**config.mk**
```make
export PLATFORM = sky130hd
export DESIGN_NAME = mod_div_sequencer_flat
export DESIGN_NICKNAME = d
export VERILOG_FILES = /design/src/rtl/mod_div_sequencer_if.sv /design/src/rtl/mod_div_sequencer.sv /design/src/flat_wrapper.sv
export SDC_FILE = /design/constraint.sdc
export NUM_CORES = 1
export LEC_CHECK = 0
export ABC_CLOCK_PERIOD_IN_PS = 3000
export BUFFER_PORTS_ARGS = -buffer_cell sky130_fd_sc_hd__buf_2
export CELL_PAD_IN_SITES_DETAIL_PLACEMENT = 0
export CELL_PAD_IN_SITES_GLOBAL_PLACEMENT = 2
export CORE_ASPECT_RATIO = 1.75
export CORE_MARGIN = 3
export CORE_UTILIZATION = 33
export DETAILED_ROUTE_END_ITERATION = 16
export PLACE_DENSITY = 0.85
export SKIP_LAST_GASP = 1
export SLEW_MARGIN = 20
export SYNTH_ARGS = -nofsm -noshare
export SYNTH_HDL_FRONTEND = slang
export SYNTH_SLANG_ARGS = --single-unit
```
**constraint.sdc**
```tcl
create_clock -name clk -period 3 [get_ports clk]
set_input_delay 0.45 -clock clk [delete_from_list [all_inputs] [get_ports clk]]
set_output_delay 0.45 -clock clk [all_outputs]
set_load 0.02 [all_outputs]
```
**src/rtl/mod_div_sequencer_if.sv**
```systemverilog
// Handshake and result bundle for mod_div_sequencer.
// master: requester (drives start/x/y); slave: the divider.
interface mod_div_sequencer_if;
  logic        start;
  logic [15:0] x;
  logic [15:0] y;
  logic        busy;
  logic        done;
  logic [15:0] rem_out;
  logic [15:0] quo_out;
  logic        div0;

  modport master (
    output start, x, y,
    input  busy, done, rem_out, quo_out, div0
  );

  modport slave (
    input  start, x, y,
    output busy, done, rem_out, quo_out, div0
  );
endinterface

```
**src/rtl/mod_div_sequencer.sv**
```systemverilog
// Sequential 16-bit restoring divider producing x / y and x mod y.
// One quotient bit per clock, MSB first; results land on the outputs only when
// the DONE state is entered. Divide-by-zero finishes in one cycle with div0 set.
// Build option: define MOD_SIGNED_EN for two's-complement (truncating) division,
// which adds a one-cycle FIXUP state that applies the result signs.
module mod_div_sequencer (
  input  logic               clk,
  input  logic               rst_n,
  mod_div_sequencer_if.slave bus
);

`ifdef MOD_SIGNED_EN
  typedef enum logic [1:0] {StIdle, StCalc, StFixup, StDone} state_e;
`else
  typedef enum logic [1:0] {StIdle, StCalc, StDone} state_e;
`endif

  state_e      state_q, state_d;
  logic [4:0]  cnt_q, cnt_d;
  logic [15:0] dvd_q, dvd_d;     // dividend shifting out, quotient shifting in
  logic [15:0] rem_q, rem_d;     // partial remainder
  logic [15:0] dvs_q, dvs_d;     // divisor (magnitude in the signed build)
  logic        busy_q, busy_d;
  logic        done_q, done_d;
  logic        div0_q, div0_d;
  logic [15:0] rem_out_q, rem_out_d;
  logic [15:0] quo_out_q, quo_out_d;
`ifdef MOD_SIGNED_EN
  logic        neg_quo_q, neg_quo_d;
  logic        neg_rem_q, neg_rem_d;
`endif

  logic        accept;
  logic [16:0] diff;
  logic [15:0] step_rem;
  logic [15:0] step_quo;

  // A request is taken only from the non-busy states
  assign accept = bus.start && (state_q == StIdle || state_q == StDone);

  // One restoring step: shift in next dividend bit, trial-subtract, restore on borrow
  assign diff     = {rem_q, dvd_q[15]} - {1'b0, dvs_q};
  assign step_rem = diff[16] ? {rem_q[14:0], dvd_q[15]} : diff[15:0];
  assign step_quo = {dvd_q[14:0], ~diff[16]};

  // State and datapath registers with synchronous active-low reset
  always_ff @(posedge clk) begin
    if (!rst_n) begin
      state_q   <= StIdle;
      cnt_q     <= '0;
      dvd_q     <= '0;
      rem_q     <= '0;
      dvs_q     <= '0;
      busy_q    <= 1'b0;
      done_q    <= 1'b0;
      div0_q    <= 1'b0;
      rem_out_q <= '0;
      quo_out_q <= '0;
`ifdef MOD_SIGNED_EN
      neg_quo_q <= 1'b0;
      neg_rem_q <= 1'b0;
`endif
    end else begin
      state_q   <= state_d;
      cnt_q     <= cnt_d;
      dvd_q     <= dvd_d;
      rem_q     <= rem_d;
      dvs_q     <= dvs_d;
      busy_q    <= busy_d;
      done_q    <= done_d;
      div0_q    <= div0_d;
      rem_out_q <= rem_out_d;
      quo_out_q <= quo_out_d;
`ifdef MOD_SIGNED_EN
      neg_quo_q <= neg_quo_d;
      neg_rem_q <= neg_rem_d;
`endif
    end
  end

  // Next-state decode
  always_comb begin
    state_d = state_q;
    case (state_q)
      StIdle, StDone: begin
        if (accept) begin
          state_d = (bus.y == 16'd0) ? StDone : StCalc;
        end else begin
          state_d = StIdle;
        end
      end
      StCalc: begin
        if (cnt_q == 5'd15) begin
`ifdef MOD_SIGNED_EN
          state_d = StFixup;
`else
          state_d = StDone;
`endif
        end
      end
`ifdef MOD_SIGNED_EN
      StFixup: state_d = StDone;
`endif
      default: state_d = StIdle;
    endcase
  end

  // Datapath and next values of the registered outputs
  always_comb begin
    cnt_d     = cnt_q;
    dvd_d     = dvd_q;
    rem_d     = rem_q;
    dvs_d     = dvs_q;
    div0_d    = div0_q;
    rem_out_d = rem_out_q;
    quo_out_d = quo_out_q;
`ifdef MOD_SIGNED_EN
    neg_quo_d = neg_quo_q;
    neg_rem_d = neg_rem_q;
`endif
    busy_d = (state_d != StIdle) && (state_d != StDone);
    done_d = (state_d == StDone);

    if (accept) begin
      cnt_d = '0;
      rem_d = '0;
`ifdef MOD_SIGNED_EN
      dvd_d     = bus.x[15] ? (~bus.x + 16'd1) : bus.x;
      dvs_d     = bus.y[15] ? (~bus.y + 16'd1) : bus.y;
      neg_quo_d = bus.x[15] ^ bus.y[15];
      neg_rem_d = bus.x[15];
`else
      dvd_d = bus.x;
      dvs_d = bus.y;
`endif
      if (bus.y == 16'd0) begin
        div0_d    = 1'b1;
        rem_out_d = bus.x;
        quo_out_d = 16'hFFFF;
      end
    end else if (state_q == StCalc) begin
      cnt_d = cnt_q + 5'd1;
      rem_d = step_rem;
      dvd_d = step_quo;
`ifndef MOD_SIGNED_EN
      if (cnt_q == 5'd15) begin
        div0_d    = 1'b0;
        rem_out_d = step_rem;
        quo_out_d = step_quo;
      end
`endif
    end
`ifdef MOD_SIGNED_EN
    else if (state_q == StFixup) begin
      div0_d    = 1'b0;
      quo_out_d = neg_quo_q ? (~dvd_q + 16'd1) : dvd_q;
      rem_out_d = neg_rem_q ? (~rem_q + 16'd1) : rem_q;
    end
`endif
  end

  assign bus.busy    = busy_q;
  assign bus.done    = done_q;
  assign bus.div0    = div0_q;
  assign bus.rem_out = rem_out_q;
  assign bus.quo_out = quo_out_q;

endmodule

```
**src/flat_wrapper.sv**
```systemverilog
// flat-port wrapper written by rule: the top's interface ports become plain ports
module mod_div_sequencer_flat 
  (clk, rst_n, bus_start, bus_x, bus_y, bus_busy, bus_done, bus_rem_out, bus_quo_out, bus_div0);
  mod_div_sequencer_if bus_i ();
  input  logic clk;
  input  logic rst_n;
  input wire logic [$bits(bus_i.start)-1:0] bus_start;
  input wire logic [$bits(bus_i.x)-1:0] bus_x;
  input wire logic [$bits(bus_i.y)-1:0] bus_y;
  output wire logic [$bits(bus_i.busy)-1:0] bus_busy;
  output wire logic [$bits(bus_i.done)-1:0] bus_done;
  output wire logic [$bits(bus_i.rem_out)-1:0] bus_rem_out;
  output wire logic [$bits(bus_i.quo_out)-1:0] bus_quo_out;
  output wire logic [$bits(bus_i.div0)-1:0] bus_div0;
  assign bus_i.start = bus_start;
  assign bus_i.x = bus_x;
  assign bus_i.y = bus_y;
  assign bus_busy = bus_i.busy;
  assign bus_done = bus_i.done;
  assign bus_rem_out = bus_i.rem_out;
  assign bus_quo_out = bus_i.quo_out;
  assign bus_div0 = bus_i.div0;
  mod_div_sequencer u_core (.clk(clk), .rst_n(rst_n), .bus(bus_i));
endmodule
```
==> summary.md, run 1 <==
| Metric | Value |
|---|---|
| Tightest Pin Transition | 1.03 ns |
| Final Util | 40.7% |
| Initial Util | 34.2% |
| Final Cycle Share | 92.3% |
| Cell count after placement | 770 |
| Initial antenna violation count | 0 |
| Fin Setup TNS | 0 ns |
| Post-synth top area cell | dfxtp_1 |
| Post-synth top flop | dfxtp_1 |
| Vias | 4113 |
| Worst EP required | 3.27 ns |
| Final Hold Viols | 0 |
| Sequential share of the synthesized area | 39.8% |
| Final Critical Period | 2.77 ns |
| Pwr/cell area | 604 nW/um^2 |
| Drt wl/cell | 16.3 um |
| Layout Cells excl Fill | 785 |
| Worst min-delay path class | input pin to flop |
| Final WS setup | 0.232 ns |
| Core footprint | 13100 sq um |
| Post-CTS setup buffers | 0 |
| Static Leak | 2.19 nW |
| Synth area leaders | dfxtp_1 40%, a21oi_1 9.6%, nand2_1 6.5% |
| Initial DRC count | 189 |
| CTS tree | yes |
| Slew Viols, Final | 0 |
| Post-synthesis cell type count | 52 |
| Die Ht | 160 um |
| Post-synth ARST share | 0% |
| WL final | 12800 um |
| Die area | 15100 sq um |
| Synthesized net count | 608 |
| Max-cap violations | 0 |
| Worst-path cell chain | inv_1 > ha_1 > fa_1 > nand2b_1 > a21oi_2 > o211ai_2 > a21oi_2 > o31ai_4 > xnor2_2 > buf_12 > mux2_4 > o22ai_1 |
| Clock Latency Late Sink | 0.34 ns |
| H-tree Lvls | 3 |
| Antenna cells | 0 |
| Commonest cells post-synth | 89 x dfxtp_1, 86 x a21oi_1, 77 x nand2_1 |
| Syn Area/Cell | 8.08 sq um |
| First-pass GRT wire length | 20300 um |
| Placer's final routability congestion estimate | 0.927 |
| Vias per cell | 5.24 |
| Total track usage | 17.2% |
| Reg2reg path depth | 12 |
| Cell count after synthesis | 554 |
| Overflow left after global routing | 0 |
| Critical path class | flop to flop |
| CP Capture Type | flop |
| Max Clock Skew | 0.00792 ns |
| Synth top area share | 39.8% |
| Peak supply drop | 250 uV |
| Pre-CTS setup slack | 0.212 ns |
| Slew HR | 31.0% |
| Outcome | completed |
| Clock root cell | clkbuf_16 |
| Number of synthesized register bits | 89 |
| Vias in the first global route | 3975 |
| FMAX | 361 MHz |
| Final nets | 664 |
| EDFF count, synth | 0 |
| Mapped cell area | 4480 sq um |
| Die span in x | 94.0 um |
| CP startpoint | u_core.dvd_q[15] |
| RR Startpoint | u_core.dvd_q[15] |
| Area growth syn-to-layout | 19.0% |
| Worst Path Arrival | 3.03 ns |
| Worst hold path stage count | 3 |
| # clock sinks | 89 |
| Worst-path fanout max | 29 |
| Critical path's slowest cell | fa_1 |
| DRC | 0 |
| Fillers | 1390 |
| Cell row count | 55 |
| DRT Pass-1 Iters | 5 |
| HPWL Detailed | 9530 um |
| Clk pin slew, worst setup/hold paths | 0.06 ns |
| Num CTS Buffers | 9 |
| Ys Warns | 0 |
| RSZ-0062 raised after global routing | yes |
| # IOs | 70 |
| Largest net degree at the start of global routing | 51 |
| Top-count cell post-synth | dfxtp_1 |
| Antenna Nets Post-Route | 0 |
| Startpoint of the worst hold path | bus_y[3] |
| Type of origin of the critical path | flop |
| Final setup vio count | 0 |
| Share of layout cells above drive strength 1 | 18.4% |
| CP peak stage delay | 0.39 ns |
| Tot Pwr | 0.00322 W |
| Most used cell, CP | a21oi_2 |
| Cts-stage hold buffer count | 0 |
| Clk buf depth | 2 |
| PortBufs | 69 |
[final cells by class]
class                      count  area (sq um)  area share (%)
clock buffer                  11           253            4.75
clock inverter                 4          52.6           0.987
inverter                      22          82.6            1.55
multi-input combinational    406          2490            46.7
sequential                    89          1780            33.5
tap                          171           214            4.02
timing repair buffer          82           455            8.55
[worst max-delay path, delay by kind of cell (launching register included)]
| family | cells | cell delay [ns] |
|---|---|---|
| mux | 1 | 0.33 |
| flops | 1 | 0.33 |
| fa+ha+maj | 2 | 0.59 |
| xor+xnor | 1 | 0.19 |
| simple gates | 1 | 0.19 |
| compound gates | 5 | 0.78 |
| buf+inv | 2 | 0.29 |
[state kept, by name (all words and copies together), names as in the netlist]
| signal | flops |
|---|---|
| u_core.cnt_q | 5 |
| u_core.state_q | 2 |
| u_core.bus.done | 1 |
| u_core.bus.div0 | 1 |
| u_core.dvd_q | 16 |
| u_core.bus.quo_out | 16 |
| u_core.rem_q | 16 |
| u_core.dvs_q | 16 |
| u_core.bus.rem_out | 16 |
[worst paths after layout]
check / end / slack (ns)
max reg2reg: u_core.bus.rem_out[0] / 0.23
min reg2reg: u_core.bus.div0 / 0.45
max: u_core.bus.rem_out[0] / 0.23
min: u_core.dvs_q[3] / 0.36
[placed cells by master, fill, tap and decap left out, drive strengths merged, types with 2 or more instances in the layout]
cell type | Yosys | layout
mux2 | 5 | 5
nor4 | 5 | 5
nor3 | 2 | 2
nand4 | 7 | 7
inv | 21 | 21
and3 | 11 | 11
ha | 18 | 18
xor2 | 6 | 6
nand3 | 10 | 10
dfxtp | 89 | 89
a22oi | 15 | 15
a31oi | 5 | 5
a211oi | 6 | 6
nor2b | 3 | 3
o221ai | 6 | 6
buf | 5 | 82
o32ai | 4 | 4
o21ai | 38 | 38
mux2i | 14 | 14
o22ai | 3 | 3
o21bai | 2 | 2
and4 | 2 | 2
o211ai | 4 | 4
nand4b | 2 | 2
and2 | 5 | 5
nor2 | 36 | 36
xnor2 | 10 | 10
a21oi | 88 | 88
a21o | 3 | 3
nand2 | 77 | 77
clkbuf | 32 | 11
nand2b | 7 | 7
clkinv | 1 | 4
[stage by stage]
| step | hold WS, ns | instance area, sq um |
|---|---|---|
| 2_1_floorplan | 0.436 | 4480 |
| 3_3_place_gp | 0.440 | 5020 |
| 3_5_place_dp | 0.445 | 5020 |
| 4_1_cts | 0.349 | 5320 |
| 5_1_grt | 0.366 | 5330 |
| 6_report | 0.356 | 5330 |
[power breakdown]
group          internal (W)  switching (W)  leakage [nW]  total (W)
logic              0.000331       0.000457          1.31   0.000788
clock network      0.000688       0.000470         0.152    0.00116
registers           0.00123      0.0000412         0.724    0.00127
[metal layers]
layer	part of all wire, %	vias up	global-route usage, %
met4	2.3	0	6.90
met3	3.3	16	2.50
li1	-	2078	-
met1	40	1937	19.0
met5	0	-	0
met2	54	82	32.1
[repair_timing]
action,4_1_cts,5_1_grt
setup endpoints to repair,0,2
hold endpoints to repair,0,0
gates resized for setup,0,1
[cell families (layout without fill, tap and decap cells)]
kind of cell             Yosys count  after routing  share of synthesized area (%)
AO/OA/AOI/OAI                    182            182                           24.5
AND/OR/NAND/NOR                  170            170                           17.4
flip-flops                        89             89                           39.8
buffers and inverters             59            119                           5.20
adder cells (fa/ha/maj)           19             19                           5.48
multiplexers                      19             19                           4.56
XOR/XNOR                          16             16                           3.13
Note: power is estimated with default switching activity, not from simulation.
==> inputs of run 2 (changes only) <==
--- a/config.mk
+++ b/config.mk
@@ -11,9 +11,11 @@
 export CELL_PAD_IN_SITES_GLOBAL_PLACEMENT = 2
 export CORE_ASPECT_RATIO = 1.75
 export CORE_MARGIN = 3
-export CORE_UTILIZATION = 33
+export CORE_UTILIZATION = 34
+export CTS_BUF_LIST = sky130_fd_sc_hd__clkbuf_8
+export CTS_CLUSTER_DIAMETER = 30
 export DETAILED_ROUTE_END_ITERATION = 16
-export PLACE_DENSITY = 0.85
+export PLACE_DENSITY = 0.87
 export SKIP_LAST_GASP = 1
 export SLEW_MARGIN = 20
 export SYNTH_ARGS = -nofsm -noshare
==> run 2 against run 1 <==
  * Core utilization increased by 0.44 points
  * Worst hold slack got worse by 0.025 ns
  * Wire length decreased by 2.0%
  * Global-route usage rose by 0.057 points
  * Clock power shrank 21%
  * First-iteration DRC count shrank 7.9%
  * Sequential cell count is the same
  * Maximum frequency fell by 1.8%
  * Highest routed layer unchanged
==> summary.md, run 2 (synthesis results as in run 1) <==
| Metric | Value |
|---|---|
| Tightest Pin Transition | 1.02 ns (-0.0117 ns) |
| HPWL Detailed | 9410 um (-1.3%) |
| Clk buf depth | 2 (unchanged) |
| Vias | 4096 (-0.41%) |
| H-tree Lvls | 3 (unchanged) |
| Worst-path cell chain | inv_1 > ha_1 > fa_1 > nand2b_1 > a21oi_2 > o211ai_2 > a21oi_2 > o31ai_4 > xnor2_2 > buf_4 > mux2i_1 > o22ai_1 |
| Slew HR | 31.7% (+0.78 points) |
| Largest net degree at the start of global routing | 51 (unchanged) |
| RSZ-0062 raised after global routing | no |
| Post-CTS resize count | 0 (unchanged) |
| Fin Setup TNS | 0 ns (unchanged) |
| Final setup vio count | 0 (unchanged) |
| Most common cell after layout, fill and taps aside | dfxtp_1 |
| PortBufs | 69 (unchanged) |
| FMAX | 355 MHz (-1.8%) |
| Critical path's slowest cell | fa_1 |
| Critical path class | flop to flop |
| Cts-stage hold buffer count | 0 (unchanged) |
| Placer's final routability congestion estimate | 0.918 (-0.94%) |
| Core footprint | 12700 sq um (-2.9%) |
| Post-CTS setup buffers | 0 (unchanged) |
| Worst min-delay path class | input pin to flop |
| Clock Latency Late Sink | 0.36 ns (+0.02 ns) |
| Vias in the first global route | 4054 (+2.0%) |
| Final Critical Period | 2.82 ns (+0.0517 ns) |
| Type of origin of the critical path | flop |
| Clk pin slew, worst setup/hold paths | 0.09 ns (+0.03 ns) |
| Initial DRC count | 174 (-7.9%) |
| Worst Path Arrival | 3.05 ns (+0.02 ns) |
| Outcome | completed |
| Initial antenna violation count | 0 (unchanged) |
| Final WS setup | 0.181 ns (-0.0517 ns) |
| Cell row count | 54 (-1.8%) |
| Slew Viols, Final | 0 (unchanged) |
| Worst EP required | 3.23 ns (-0.04 ns) |
| Antenna Nets Post-Route | 0 (unchanged) |
| Static Leak | 2.15 nW (-1.6%) |
| Die area | 14600 sq um (-2.8%) |
| Worst-path fanout max | 15 (-48%) |
| CTS tree | yes |
| Final nets | 666 (+0.30%) |
| Initial Util | 35.2% (+1.0 points) |
| Max-cap violations | 0 (unchanged) |
| Antenna cells | 0 (unchanged) |
| Area growth syn-to-layout | 16.9% |
| Final Util | 41.2% (+0.44 points) |
| WL final | 12500 um (-2.0%) |
| CP peak stage delay | 0.40 ns (about the same) |
| Die Ht | 158 um (-1.4%) |
| Overflow left after global routing | 0 (unchanged) |
| Pwr/cell area | 568 nW/um^2 (-5.9%) |
| Peak supply drop | 292 uV (+17%) |
| Vias per cell | 5.22 (-0.29%) |
| Total track usage | 17.3% (+0.057 points) |
| Die span in x | 92.7 um (-1.4%) |
| Pre-CTS setup slack | 0.205 ns (-0.00660 ns) |
| Share of layout cells above drive strength 1 | 18.3% (-0.060 points) |
| Clock root cell | clkbuf_8 |
| Max Clock Skew | 0.0112 ns (+0.00331 ns) |
| Tot Pwr | 0.00297 W (-7.6%) |
| Most used cell, CP | a21oi_2 |
| Final Hold Viols | 0 (unchanged) |
| # IOs | 70 (unchanged) |
| Drt wl/cell | 16.0 um (-1.9%) |
| DRT Pass-1 Iters | 4 (-1) |
| DRC | 0 (unchanged) |
| First-pass GRT wire length | 20100 um (-1.0%) |
| CP Capture Type | flop |
| # clock sinks | 89 (unchanged) |
| Most frequent cells in the layout | 89 x dfxtp_1, 86 x a21oi_1, 77 x nand2_1 |
| Final Cycle Share | 94.0% (+1.7 points) |
| Num CTS Buffers | 9 (unchanged) |
| Hold WS | 0.331 ns (-0.0254 ns) |
## run 2: report_power, final
group          internal (W)  switching, W
combinational      0.000327      0.000453
clock              0.000488      0.000435
sequential          0.00123     0.0000402
## run 2: cell type report
cell class / instances / area [sq um]
fill: 1366 / 7470
tap: 168 / 210
clock inverter: 5 / 81.3
multi-input combinational: 406 / 2480
sequential: 89 / 1780
clock buffer: 10 / 138
inverter: 22 / 82.6
timing repair buffer: 84 / 458
## run 2: per-stage QoR
stage | cells | area, sq um
after floorplan | 554 | 4480
after global placement | 769 | 5010
after detailed placement | 769 | 5010
after CTS | 784 | 5230
after global routing | 784 | 5230
final | 784 | 5230
## run 2: path summary, 6_finish.rpt
path | start | end | slack (ns) | depth (start not counted)
setup / recovery | u_core.dvd_q[15] | u_core.bus.rem_out[13] | 0.18 | 12
hold / removal | bus_y[15] | u_core.dvs_q[15] | 0.33 | 3
setup reg to reg | u_core.dvd_q[15] | u_core.bus.rem_out[13] | 0.18 | 12
hold reg to reg | u_core.bus.div0 | u_core.bus.div0 | 0.45 | 2
## run 2: layer usage
| metal | wire length, um | GRT usage (%) | part of all wire, % | vias up |
|---|---|---|---|---|
| met5 | 0 | 0 | 0 | - |
| met4 | 269 | 6.78 | 2.1 | 0 |
| met3 | 567 | 2.81 | 4.5 | 20 |
| met2 | 6720 | 33.2 | 54 | 100 |
| met1 | 4970 | 18.6 | 40 | 1895 |
| li1 | - | - | - | 2081 |
## run 2: critical path, delay by kind of cell, from the launching register on
| family | cells | cell delay, ns |
|---|---|---|
| AOI/OAI and AO/OA | 5 | 0.77 |
| adders and majority gates | 2 | 0.60 |
| DFF | 1 | 0.35 |
| buffers and inverters | 2 | 0.32 |
| muxes | 1 | 0.29 |
| and+or+nand+nor | 1 | 0.19 |
| xor gates and xnor gates | 1 | 0.16 |
